## src/rtl/cp0_nested_pkg.sv

```systemverilog
// cp0_nested_pkg: CP0 register indices, exception source indices and the CAUSE encoding helper.
package cp0_nested_pkg;
  localparam int REG_COUNT   = 9;
  localparam int REG_COMPARE = 11;
  localparam int REG_STATUS  = 12;
  localparam int REG_CAUSE   = 13;
  localparam int REG_EPC     = 14;
  localparam int SRC_SYSCALL = 0;
  localparam int SRC_BREAK   = 1;
  localparam int SRC_TEQ     = 2;
  function automatic logic [6:0] cause_code(input logic [4:0] idx);
    return {idx, 2'b00};
  endfunction
endpackage

```

## src/rtl/cp0_epc_stack.sv

```systemverilog
// cp0_epc_stack: DEPTH-entry EPC LIFO with push, pop, write-top and a top output; pop when empty is a no-op.
module cp0_epc_stack #(
  parameter int DATA_W = 32,
  parameter int DEPTH  = 3,
  parameter int CW     = $clog2(DEPTH + 1)
) (
  input  logic              clk,
  input  logic              rst,
  input  logic              push,
  input  logic              pop,
  input  logic              wr_top,
  input  logic [DATA_W-1:0] din,
  output logic [DATA_W-1:0] top,
  output logic [CW-1:0]     cnt
);
  logic [DATA_W-1:0] mem [DEPTH];
  logic [CW-1:0]     top_idx;
  // an empty stack still exposes slot 0 so a stray eret has a defined target
  assign top_idx = (cnt == '0) ? '0 : cnt - CW'(1);
  assign top     = mem[top_idx];
  always_ff @(posedge clk or negedge rst) begin
    if (!rst) begin
      cnt <= '0;
      for (int i = 0; i < DEPTH; i++) mem[i] <= '0;
    end else if (push && cnt < CW'(DEPTH)) begin
      mem[cnt] <= din;
      cnt      <= cnt + CW'(1);
    end else if (pop && cnt != '0) begin
      cnt <= cnt - CW'(1);
    end else if (wr_top) begin
      mem[top_idx] <= din;
    end
  end
endmodule

```

## src/rtl/cp0_nested.sv

```systemverilog
// cp0_nested: coprocessor-0 with prioritised maskable exceptions, Count/Compare timer and nested STATUS/EPC stacks.
module cp0_nested
  import cp0_nested_pkg::*;
#(
  parameter int                DATA_W     = 32,
  parameter int                ADDR_W     = 5,
  parameter int                NUM_EXC    = 4,
  parameter int                NEST_DEPTH = 3,
  parameter logic [DATA_W-1:0] EXC_VECTOR = 'h4
) (
  input  logic                            clk,
  input  logic                            rst,
  input  logic                            mtc0,
  input  logic [ADDR_W-1:0]               addr,
  input  logic [DATA_W-1:0]               wdata,
  input  logic [DATA_W-1:0]               pc,
  input  logic [NUM_EXC-1:0]              exc_req,
  input  logic                            eret,
  output logic [DATA_W-1:0]               rdata,
  output logic [DATA_W-1:0]               exc_addr,
  output logic                            redirect,
  output logic                            exc_taken,
  output logic [$clog2(NEST_DEPTH+1)-1:0] nest_lvl
);
  localparam int NUM_SRC = NUM_EXC + 1;
  localparam int FW      = NUM_SRC + 1;
  localparam int LW      = $clog2(NEST_DEPTH + 1);
  logic [DATA_W-1:0]  regs [2**ADDR_W];
  logic [DATA_W-1:0]  status, epc_top;
  logic [NUM_SRC-1:0] act;
  logic [4:0]         win;
  logic               win_en, timer_pend, do_eret, wr_epc, match;
  assign status  = regs[REG_STATUS];
  assign act     = {timer_pend, exc_req};
  assign do_eret = eret & ~mtc0;
  assign wr_epc  = mtc0 & (addr == ADDR_W'(REG_EPC));
  assign match   = (regs[REG_COUNT] == regs[REG_COMPARE]) & (regs[REG_COMPARE] != '0);
  // descending scan so the lowest active source is the one left standing
  always_comb begin
    win    = '0;
    win_en = 1'b0;
    for (int i = NUM_SRC - 1; i >= 0; i--)
      if (act[i]) begin
        win    = 5'(i);
        win_en = status[i+1];
      end
  end
  assign exc_taken = ~mtc0 & ~eret & status[0] & (|act) & win_en & (nest_lvl < LW'(NEST_DEPTH));
  assign redirect  = exc_taken | do_eret;
  assign exc_addr  = do_eret ? epc_top : EXC_VECTOR;
  assign rdata     = (addr == ADDR_W'(REG_EPC)) ? epc_top : regs[addr];
  always_ff @(posedge clk or negedge rst) begin
    if (!rst) begin
      for (int i = 0; i < 2**ADDR_W; i++) regs[i] <= '0;
      timer_pend <= 1'b0;
    end else begin
      regs[REG_COUNT] <= regs[REG_COUNT] + DATA_W'(1);
      timer_pend <= (mtc0 && addr == ADDR_W'(REG_COMPARE)) ? 1'b0 :
                    match ? 1'b1 :
                    (exc_taken && win == 5'(NUM_EXC)) ? 1'b0 : timer_pend;
      if (mtc0 && !wr_epc) regs[addr] <= wdata;
      else if (do_eret) regs[REG_STATUS] <= status >> FW;
      else if (exc_taken) begin
        regs[REG_STATUS] <= status << FW;
        regs[REG_CAUSE]  <= DATA_W'(cause_code(win));
      end
    end
  end
  cp0_epc_stack #(.DATA_W(DATA_W), .DEPTH(NEST_DEPTH), .CW(LW)) u_epc (
    .clk    (clk),
    .rst    (rst),
    .push   (exc_taken),
    .pop    (do_eret),
    .wr_top (wr_epc),
    .din    (mtc0 ? wdata : pc),
    .top    (epc_top),
    .cnt    (nest_lvl)
  );
endmodule

```

## config.mk

```make
export PLATFORM = sky130hd
export DESIGN_NAME = cp0_nested
export DESIGN_NICKNAME = d
export VERILOG_FILES = /design/src/rtl/cp0_nested_pkg.sv /design/src/rtl/cp0_epc_stack.sv /design/src/rtl/cp0_nested.sv
export SDC_FILE = /design/constraint.sdc
export NUM_CORES = 2
export LEC_CHECK = 0
export CAP_MARGIN = 20
export CELL_PAD_IN_SITES_DETAIL_PLACEMENT = 0
export CELL_PAD_IN_SITES_GLOBAL_PLACEMENT = 1
export CORE_MARGIN = 1
export CORE_UTILIZATION = 50
export CTS_BUF_LIST = sky130_fd_sc_hd__clkbuf_2 sky130_fd_sc_hd__clkbuf_4 sky130_fd_sc_hd__clkbuf_8
export DETAILED_ROUTE_END_ITERATION = 10
export PLACE_DENSITY = 0.9
export SETUP_SLACK_MARGIN = 0.4
export SLEW_MARGIN = 0
export SYNTH_ARGS = -nofsm -noshare
export SYNTH_HDL_FRONTEND = slang
export SYNTH_SLANG_ARGS = --single-unit
```

## constraint.sdc

```tcl
create_clock -name clk -period 3.1 [get_ports clk]
set_input_delay 0.465 -clock clk [delete_from_list [all_inputs] [get_ports clk]]
set_output_delay 0.465 -clock clk [all_outputs]
set_load 0.02 [all_outputs]
```

# Yosys cells after proc, flatten, opt, wreduce, memory -nomap -nowiden
# Cells that the tools add are included.
# word_totals
register_bits	1123
in_bits	77
output_inout_bits	68
wordCells	129
# op_classes
add_sub_neg	3
n_lt_le_gt_ge	7
eq_ne	6
mux	42
n_bitwise	14
n_reduce_logical	20
# op_table
op	count
bitwise mux 1024 bit	1
2-to-1 mux 32 bit	12
2-to-1 mux 96 bit	4
bitwise mux 96 bit	2
binary-select mux 32 bit (select 5 bit)	1
demux 32 bit (select 5 bit)	1
demux 32 bit (select 2 bit)	2
2-to-1 mux 64 bit	2
binary-select mux 32 bit (select 2 bit)	1
adder 32 x 1 -> 32 bit, second input constant	1
equality test 32 bit	1
nonzero test 32 bit	1
equality test 5 x 4 -> 1 bit, second input constant	2
2-to-1 mux 5 bit	2
2-to-1 mux 3 bit	3
AND 1 bit	8
logical AND 1 bit	8
2-to-1 mux 1 bit	8
nonzero test 2 bit	4
greater-or-equal comparator 3 bit, second input constant	2
greater-or-equal comparator 6 bit, second input constant	1
less-than comparator 3 x 1 -> 1 bit, second input constant	2
less-than comparator 6 x 1 -> 1 bit, second input constant	1
2-to-1 mux 2 bit	3
other kinds (14)	19

# Logic depth before layout (Yosys ltp)
# logic_depth
depth_word	11
ltp_mapped	10
depth_no_buf	7

# Modules after synthesis
# Synthesis repeated with hierarchy kept, for this count alone.
# hier_totals
cells_unflattened	4007
hier_area_um2	52344.0
# modules_own_cells
module	n_inst	cells_per_inst	area_each_um2	seq_area_each_um2
cp0_nested	1	3672	47768.3	24923.9
cp0_epc_stack	1	335	4575.6	2452.4

# Worst setup path after synthesis
# OpenSTA, ideal clock, no wires.
# synth_path
path_type	input to output
start	input addr[3]
end	output rdata[6]
arrival_time_ns	2.321
t_required_ns	2.635
setup_slack_ns	0.314
cell_stages	9
path_buffers	4
path_cell_list	buf_2 buf_2 or4b_1 buf_2 buf_6 o22ai_1 nor4_1 nand3_1 a21boi_0
# synth_via
elab_chain_len	5
word_cells_on_any_way	6
classes_between	eq/ne (1); mux (4); bitwise (1)
# synth_lines
element	line_no	text
from (decl)	cp0_nested.sv:14	input logic [ADDR_W-1:0] addr,
NOT 5 -> 6 bit (not written as such)	cp0_nested.sv:51	assign rdata = (addr == ADDR_W'(REG_EPC)) ? epc_top : regs[addr];
binary-select mux 32 bit (select 5 bit)	cp0_nested.sv:51	
2-to-1 mux 32 bit (not written as such) (2 in series)	cp0_nested.sv:51	
2-to-1 mux 32 bit (*)	cp0_nested.sv:51	
to (decl)	cp0_nested.sv:19	output logic [DATA_W-1:0] rdata,
# Mark *: on every way between the ends. The rest lies on a longest branch, timed or not. The select of a mux whose other input is x is not followed.

# Worst setup path in the final report
# layout_path
start	register regs[724] (netlist name)
end	output rdata[20]
# layout_via
elab_chain_len	4
# layout_lines
element	line_no	text
from (decl)	cp0_nested.sv:28	logic [DATA_W-1:0] regs [2**ADDR_W];
from (signal, indexed assignment)	cp0_nested.sv:57	regs[REG_COUNT] <= regs[REG_COUNT] + DATA_W'(1);
from (signal, indexed assignment)	cp0_nested.sv:61	if (mtc0 && !wr_epc) regs[addr] <= wdata;
from (signal, indexed assignment)	cp0_nested.sv:62	else if (do_eret) regs[REG_STATUS] <= status >> FW;
binary-select mux 32 bit (select 5 bit)	cp0_nested.sv:51	
2-to-1 mux 32 bit (not written as such) (2 in series)	cp0_nested.sv:51	
2-to-1 mux 32 bit	cp0_nested.sv:51	
# No other way between the ends. The select of a mux whose other input is x is not followed.

==> metrics.csv <==
metric,value,unit
antenna_found_initial,8,
core,0.104,mm²
power_leakage,0.0307,µW
h-tree-depth,4,
grt_pass1_wl,265,mm
synth_edf_count,0,
slew_viol_final,0,
cpMostUsedCell,buf_4,
totalWireLength,184,mm
drt_iter0_drc,4250,
hold_ws,0.187,ns
drt_pass1_iterations,6,
violations,negative setup slack,
grt_pass1_vias,39223,
final_common_cell,dfrtp_1,
slowest_stage,mux4_2,
rsz0062_at_grt,yes,
ant_nets,0,
finalCritPeriodShare,1.12,
wl_met2,82.4,mm
setup_ws,-0.378,ns
syn_area,0.0527,mm²
power.total,45400,µW
clock-sinks,1107,
finalHoldViolations,0,
worst-path-buf-inv,3,
grt_start_max_net_pins,101,
finClkSkew,0.0801,ns
clock.fmax,288,MHz
vias_per_cell,6.35,
final-setup-viol-count,49,
status,"finished, violations left",
synth_seq_cells,1107,
num_rows,118,
routed-wl-met3,21.3,mm
critPathCaptureType,primary output,
ctsRootBufferMaster,clkbuf_8,
die_h,327,µm
crit_type,register to primary output,
synthToLayoutAreaGrowth,25.5,%
worst_pin_slew,0.890,ns
pin_count,145,
place_hpwl,124,mm
start_kind,register,
cts_buffers,177,
period_needed,3.48,ns
vdd_drop_max,647,µV
io_buffers,144,
synthDistinctLibCells,66,
final_cell_mix,"dfrtp_1 (1096), mux2_2 (1035), buf_4 (465), mux2i_1 (411), clkbuf_8 (215)",
synthFlopType,dfrtp_1,
ys.warnings.count,0,
maxCapViolCount,0,
cp.arrival,3.01,ns
cp.required,2.63,ns
tritoncts,yes,
final_nets,4719,
yosysSeqAreaShare,0.526,
async_flop_share,1.00,
slowest_delay,0.55,ns
cp_top_family,multiplexers,
grt_usage,0.338,
wl_met1,71.4,mm
clk_pin_slew_worst_paths,0.06,ns
die_w,327,µm
drive_gt1_frac,0.493,
cts.path.max_buffers,3,
synth.avg_cell_area,13.1,µm²
drc_errors,0,
grt.overflow.total,0,
drt-wirelength-per-cell,29.9,µm
syn_inst,4030,
utilization,0.636,
top_layer,met5,
initial_utilization,0.507,
hold_class,input port to async pin,
powerDensity,687,mW/mm²
crit_fanout,2,
timing.slew.headroom,0.402,
synthesis.nets,4114,
die-area,0.107,mm²
clk_latency,0.92,ns
cp_cell_sequence,"mux4_2, a2111oi_4, buf_4, nand3_4, buf_6, a21boi_1, buf_4",
place_congestion,1.02,
routed-via-count,38995,
## sequential cells by signal, summed over array words and instances, names as in the netlist
signal and cells:
regs 976, u_epc.mem 96, status 32, u_epc.cnt 2
timer_pend 1
## stage by stage
stage | TNS (ns) | instance area, µm² | std cells | worst slack, ns
5_1_grt | -11.66 | 66100 | 6140 | -0.406
4_1_cts | -6.09 | 65300 | 6102 | -0.329
2_1_floorplan | 0 | 52700 | 4030 | 0.402
6_report | -8.89 | 66100 | 6141 | -0.378
3_3_place_gp | -42.16 | 59800 | 5733 | -0.738
3_5_place_dp | -45.67 | 59800 | 5733 | -0.773
## area by class of cell
type,instances,area [µm²]
clock buffer,282,3460
sequential,1107,27700
timing repair buffer,804,8490
antenna,2,5.00
multi-input combinational,2535,24400
fill,7467,37900
tap,1380,1730
inverter,10,40.0
clock inverter,21,211
## cells by family (layout without fill, tap and decap cells)
group	count (synthesis)	in the layout	share of synthesized area
DFF	1107	1107	0.526
muxes	1530	1530	0.329
and+or+nand+nor	534	534	0.0492
adders and majority gates	7	7	0.00166
other	0	2	0
buffers and inverters	388	1117	0.0348
xor gates and xnor gates	62	62	0.0103
AOI/OAI and AO/OA	402	402	0.0496
## synthesized netlist by cell type, types with 4 or more instances
cell,n,share of area
nand4_1,20,0.0024
a2bb2oi_1,8,0.0013
nand2_1,175,0.012
buf_6,6,0.0013
nor3_2,4,0.00076
a221oi_1,23,0.0038
buf_2,123,0.012
nor2b_1,10,0.0012
a32o_1,4,0.00076
nor4_1,45,0.0053
a221o_1,9,0.0017
or4_1,11,0.0016
mux2_1,8,0.0017
nor2_1,145,0.010
and2_1,5,0.00059
o211a_1,6,0.0011
buf_1,40,0.0029
nor3_1,5,0.00048
a21oi_1,60,0.0057
a22o_1,6,0.0010
o22ai_1,139,0.017
nand2b_1,4,0.00048
and3_1,19,0.0023
nand3_1,64,0.0061
xnor2_1,21,0.0035
mux2_2,1035,0.22
ha_1,7,0.0017
mux4_2,55,0.024
clkbuf_1,162,0.012
dfrtp_1,1107,0.53
buf_4,47,0.0067
inv_1,7,0.00050
o21ai_0,85,0.0081
mux2i_1,432,0.082
a22oi_1,34,0.0048
xor2_1,41,0.0068
nand4bb_1,5,0.0011
## worst paths after layout
path | from | endpoint | slack, ns | cells after the start
setup / recovery | regs[724] | rdata[20] | -0.38 | 7
hold / removal | rst | regs[388] | 0.19 | 2
setup reg to reg | u_epc.cnt[0] | u_epc.mem[58] | 0.50 | 12
hold reg to reg | regs[571] | regs[571] | 0.38 | 0
max in group asynchronous | rst | regs[823] | 1.82 | 4
min in group clk | wdata[22] | regs[598] | 0.35 | 3
## where the power goes
part / switching [µW] / leakage [µW] / internal, µW
sequential: 1900 / 0.0142 / 17400
combinational: 6160 / 0.0145 / 6730
clock: 6000 / 0.00196 / 7140
total: 14100 / 0.0307 / 31300
## routing by layer
layer	up-vias	track usage
met4	4	0.149
met3	526	0.101
met2	2314	0.512
li1	15911	-
met5	-	0
met1	20240	0.451
## repair_timing
item                       CTS  global route
gates cloned                 8             2
hold endpoints to repair    41             0
setup endpoints to repair   66            66
hold buffers                 1             0
pin swaps                   53            32
setup buffers               57            35
resized for setup          559           119
Note: power is estimated with default switching activity, not from simulation.
